<file path="src/rtl/instr_fetch.sv">
// Instruction-fetch stage: owns the PC, drives instruction memory, resolves JMP
// locally and fills the IF/ID pipeline register for decode.
module instr_fetch #(
    parameter logic [15:0] RESET_PC  = 16'h0000,
    parameter int          MEM_DEPTH = 64
) (
    input  logic        Clk,
    input  logic        Reset_n,
    input  logic        Stall,
    input  logic        Redirect,
    input  logic [15:0] Redirect_Addr,
    output logic [15:0] Instr_Addr,
    output logic        Instr_Read,
    input  logic [15:0] Instr_In,
    output logic [15:0] IFID_Instr,
    output logic [15:0] IFID_PC1,
    output logic        IFID_Valid,
    output logic        Halted
);

    typedef enum logic [0:0] {
        ST_RUN  = 1'b0,
        ST_HALT = 1'b1
    } state_t;

    localparam logic [15:0] END_PC = 16'(MEM_DEPTH);

    state_t      state_r;
    logic [15:0] pc_r;
    logic [15:0] ifid_instr_r;
    logic [15:0] ifid_pc1_r;
    logic        ifid_valid_r;
    logic        read_r;
    logic        halted_r;

    function automatic logic is_jmp(input logic [15:0] word);
        return (word[15:12] == 4'b1111);
    endfunction

    // JMP stays inside the current 4K-word region of the PC.
    function automatic logic [15:0] jmp_target(input logic [15:0] pc, input logic [15:0] word);
        return {pc[15:12], word[11:0]};
    endfunction

    // PC, fetch state and IF/ID register; redirect beats stall, stall beats halt/jump/fetch.
    always_ff @(posedge Clk) begin
        if (!Reset_n) begin
            state_r      <= ST_RUN;
            pc_r         <= RESET_PC;
            ifid_instr_r <= 16'h0000;
            ifid_pc1_r   <= 16'h0000;
            ifid_valid_r <= 1'b0;
            read_r       <= 1'b1;
            halted_r     <= 1'b0;
        end else begin
            case (state_r)
                ST_RUN: begin
                    if (Redirect) begin
                        pc_r         <= Redirect_Addr;
                        ifid_instr_r <= 16'h0000;
                        ifid_pc1_r   <= 16'h0000;
                        ifid_valid_r <= 1'b0;
                    end else if (Stall) begin
                        pc_r         <= pc_r;
                        ifid_valid_r <= ifid_valid_r;
                    end else if (pc_r >= END_PC) begin
                        state_r      <= ST_HALT;
                        ifid_valid_r <= 1'b0;
                        read_r       <= 1'b0;
                        halted_r     <= 1'b1;
                    end else if (is_jmp(Instr_In)) begin
                        // The jump is consumed here and leaves a bubble behind it.
                        pc_r         <= jmp_target(pc_r, Instr_In);
                        ifid_valid_r <= 1'b0;
                    end else begin
                        ifid_instr_r <= Instr_In;
                        ifid_pc1_r   <= pc_r + 16'd1;
                        ifid_valid_r <= 1'b1;
                        pc_r         <= pc_r + 16'd1;
                    end
                end
                ST_HALT: begin
                    // A late branch from an instruction still in flight restarts fetch.
                    if (Redirect) begin
                        state_r      <= ST_RUN;
                        pc_r         <= Redirect_Addr;
                        ifid_instr_r <= 16'h0000;
                        ifid_pc1_r   <= 16'h0000;
                        ifid_valid_r <= 1'b0;
                        read_r       <= 1'b1;
                        halted_r     <= 1'b0;
                    end else begin
                        pc_r         <= pc_r;
                        ifid_valid_r <= 1'b0;
                        read_r       <= 1'b0;
                        halted_r     <= 1'b1;
                    end
                end
                default: begin
                    state_r      <= ST_HALT;
                    ifid_valid_r <= 1'b0;
                    read_r       <= 1'b0;
                    halted_r     <= 1'b1;
                end
            endcase
        end
    end

    assign Instr_Addr = pc_r;
    assign Instr_Read = read_r;
    assign IFID_Instr = ifid_instr_r;
    assign IFID_PC1   = ifid_pc1_r;
    assign IFID_Valid = ifid_valid_r;
    assign Halted     = halted_r;

endmodule

</file>
<file path="config.mk">
export PLATFORM = sky130hd
export DESIGN_NAME = instr_fetch
export DESIGN_NICKNAME = d
export VERILOG_FILES = /design/src/rtl/instr_fetch.sv
export SDC_FILE = /design/constraint.sdc
export NUM_CORES = 1
export LEC_CHECK = 0
export ABC_AREA = 0
export CAP_MARGIN = 20
export CORE_AREA = 8 8 86 88
export DETAILED_ROUTE_END_ITERATION = 8
export DIE_AREA = 0 0 94 96
export GPL_ROUTABILITY_DRIVEN = 0
export PLACE_DENSITY = 0.84
export SYNTH_ARGS = -nofsm -noshare
export SYNTH_HDL_FRONTEND = slang
export SYNTH_SLANG_ARGS = --single-unit
</file>
<file path="constraint.sdc">
create_clock -name Clk -period 1.85 [get_ports Clk]
set_input_delay 0.185 -clock Clk [delete_from_list [all_inputs] [get_ports Clk]]
set_output_delay 0.185 -clock Clk [all_outputs]
set_load 0.02 [all_outputs]
</file>
==> results.sh <==
export IMPL_p_leak_nw=1.29
export IMPL_use_met2_pct=25.7
export IMPL_clock_sinks=52
export IMPL_synth_async_reset_ratio_pct=0
export IMPL_diodes=0
export IMPL_fin_nets=399
export IMPL_ctsLongestPathBuffers=2
export IMPL_crit_arrival_ns=1.50
export IMPL_grt_busiest_layer="met2"
export IMPL_fill_cells=578
export IMPL_via_count=2285
export IMPL_drtIter0Drc=165
export IMPL_mostFrequentLayoutCells="86 x clkdlybuf4s50_1, 52 x dfxtp_1, 40 x nor2_1, 33 x a21oi_1, 19 x nand2_1"
export IMPL_multi_input_area_um2=1180
export IMPL_grt_pass1_wl_mm=11.0
export IMPL_end_kind="output port"
export IMPL_worstMarginPinSlew_ns=0.408
export IMPL_ant_nets=0
export IMPL_setup_viol=0
export IMPL_ys_ff_latch=52
export IMPL_status="complete, no violations"
export IMPL_ys_types=36
export IMPL_synth_top_family_by_area="simple AND/OR/NAND/NOR gates"
export IMPL_die_height_um=96
export IMPL_use_met3_pct=3.67
export IMPL_post_drt_wl_per_cell_um=16.3
export IMPL_vias_per_cell=5.21
export IMPL_synth_flop_cell="dfxtp_1"
export IMPL_startpoint_type="flip-flop"
export IMPL_cellPowerDensity_nw_per_um2=720
export IMPL_seq_area_um2=1040
export IMPL_synthSimpleGateAreaFrac_pct=28.7
export IMPL_clk_pin_slew_worst_paths_ns=0.09
export IMPL_io_buffers=86
export IMPL_finalHoldViolations=0
export IMPL_cts_made_buffers=5
export IMPL_min_period_over_period_pct=91.2
export IMPL_critPathBufInv=2
export IMPL_synth_nets=307
export IMPL_cts_repair_resized=0
export IMPL_initial_core_util_pct=38.4
export IMPL_area_growth_pct=47.5
export IMPL_final_common_cell="clkdlybuf4s50_1"
export IMPL_fin_crit_ns=1.69
export IMPL_cpPeakStageDelay_ns=0.60
export IMPL_grt_max_degree=27
export IMPL_path_cells="buf_4 -> clkdlybuf4s50_1"
export IMPL_cts_hold_buf=0
export IMPL_synth_area_per_cell_um2=8.70
export IMPL_totalWireLength_mm=7.16
export IMPL_drive_gt1_share_pct=12.2
export IMPL_synth_xor_xnor_area_share_pct=2.99
export IMPL_cts_max_level=2
export IMPL_rrSetupSlack_ns=0.17
export IMPL_synth_seq_area_share_pct=44.5
export IMPL_synth_edf_count=0
export IMPL_grt_overflow=0
export IMPL_maxCapViolCount=0
export IMPL_core_um2=6100
export IMPL_dp_hpwl_mm=5.53
export IMPL_slowest_stage="clkdlybuf4s50_1"
export IMPL_critical_path_required_ns=1.66
export IMPL_use_met1_pct=18.9
export IMPL_synth_area_um2=2340
export IMPL_synthMuxAreaShare_pct=1.71
export IMPL_die_area_um2=9020
export IMPL_slew_headroom_pct=72.8
export IMPL_drc=0
export IMPL_clk_latency_ns=0.31
export IMPL_fin_worst_skew_ns=0.00347
export IMPL_antenna_found_initial=0
export IMPL_drt_first_pass_iters=4
export IMPL_fin_setup_tns_ns=0
export IMPL_final_cell_area_um2=3450
export IMPL_rsz0062_at_grt="false"
export IMPL_grt_usage_pct=15.5
export IMPL_place_area_um2=3350
export IMPL_synth_cells=269
export IMPL_post_cts_setup_buffers=0
export IMPL_hold_ws_ns=0.445
export IMPL_synth_compound_area_share_pct=16.0
export IMPL_cts_root_buf="clkbuf_8"
export IMPL_min_path_type="input port to flip-flop"
export IMPL_grt_pass1_vias=2204
export IMPL_rows=29
export IMPL_worstSetupPathType="flip-flop to output port"
export IMPL_fp_dieW_um=94
export IMPL_synth_warnings=0
export IMPL_cts_tree="yes"
export IMPL_ios=87
export IMPL_critical_path_top_delay_family="buffers and inverters"
export IMPL_report_final_slew_viol_count=0
export IMPL_ir_drop_v=0.000328
export IMPL_fmax_mhz=593
export IMPL_synthAdderAreaFrac_pct=1.07
export IMPL_crit_fanout=5
==> worst register-to-register path: stages, from the launching register on <==
cell	delay, ns
dfxtp_1	0.38
nor4_2	0.35
buf_4	0.19
nand4_4	0.13
buf_4	0.24
nor3b_2	0.20
a21oi_1	0.06
nor2_1	0.08
==> routing by layer <==
layer  vias to the layer above  routed length (um)  share of wire [%]
li1                       1124                   -                  -
met1                      1080                3090                 43
met2                        73                3420                 48
met3                         8                 557                7.8
met4                         0                  85                1.2
met5                         -                   0                  0
==> Yosys cell counts (2+ instances only) <==
| master | n | area (um2) |
|---|---|---|
| dfxtp_1 | 52 | 1040 |
| nor2_1 | 40 | 150 |
| a21oi_1 | 33 | 165 |
| nand2_1 | 19 | 71.3 |
| o21ai_0 | 16 | 80.1 |
| and3_1 | 10 | 62.6 |
| nor3b_2 | 10 | 125 |
| clkbuf_1 | 9 | 33.8 |
| nor3_1 | 7 | 35.0 |
| nor3b_1 | 7 | 52.6 |
| a31oi_1 | 5 | 31.3 |
| buf_2 | 5 | 25.0 |
| inv_1 | 5 | 18.8 |
| nand3_1 | 5 | 25.0 |
| xor2_1 | 5 | 43.8 |
| a211oi_1 | 4 | 30.0 |
| mux2i_1 | 4 | 40.0 |
| nand4_1 | 4 | 25.0 |
| buf_6 | 3 | 33.8 |
| xnor2_1 | 3 | 26.3 |
| and2_1 | 2 | 12.5 |
| and4_1 | 2 | 17.5 |
| buf_1 | 2 | 7.51 |
| ha_1 | 2 | 25.0 |
| nor4_2 | 2 | 25.0 |
| o221a_2 | 2 | 22.5 |
| o22ai_1 | 2 | 12.5 |
==> worst paths after layout <==
path	startpoint	to	cells after the start
setup / recovery	Instr_Addr[2]$_SDFFE_PN0P_	Instr_Addr[2]	2
hold / removal	Redirect_Addr[11]	Instr_Addr[11]$_SDFFE_PN0P_	3
setup reg to reg	Instr_Addr[8]$_SDFFE_PN0P_	IFID_Instr[10]$_SDFFE_PN0P_	7
hold reg to reg	Halted$_SDFFE_PN0P_	Halted$_SDFFE_PN0P_	2
==> power breakdown <==
part | internal [mW] | switching, mW
registers | 1.16 | 0.0429
clock network | 0.402 | 0.370
logic | 0.255 | 0.259
==> cell families after synthesis <==
family                     Yosys count
adders and majority gates            2
AOI/OAI and AO/OA                   65
buffers and inverters               24
and+or+nand+nor                    114
xor gates and xnor gates             8
DFF                                 52
muxes                                4
==> stage by stage <==
step                      setup WS (ns)  total power, mW  cells  utilization [%]
after floorplan                   0.249             1.49    269                -
after detailed placement         0.0354             1.74    431             54.9
after global routing             0.0669             2.59    439             56.7
after CTS                         0.166             2.51    439             56.7
final                             0.163             2.49    439             56.7
after global placement           0.0946             1.73    431             54.9
==> area by class of cell <==
type / count / area share [%]
Sequential cell: 52 / 30.1
Clock inverter: 2 / 1.01
Tap cell: 77 / 2.79
Timing Repair Buffer: 104 / 29.2
Multi-Input combinational cell: 193 / 34.2
Inverter: 5 / 0.543
Clock buffer: 6 / 2.10
==> flip-flops by register name, indices dropped and copies added (netlist names) <==
register    count
IFID_PC1       16
Instr_Read      1
IFID_Valid      1
Halted          1
state_r         1
IFID_Instr     16
Instr_Addr     16
(Power assumes the default switching activity.)
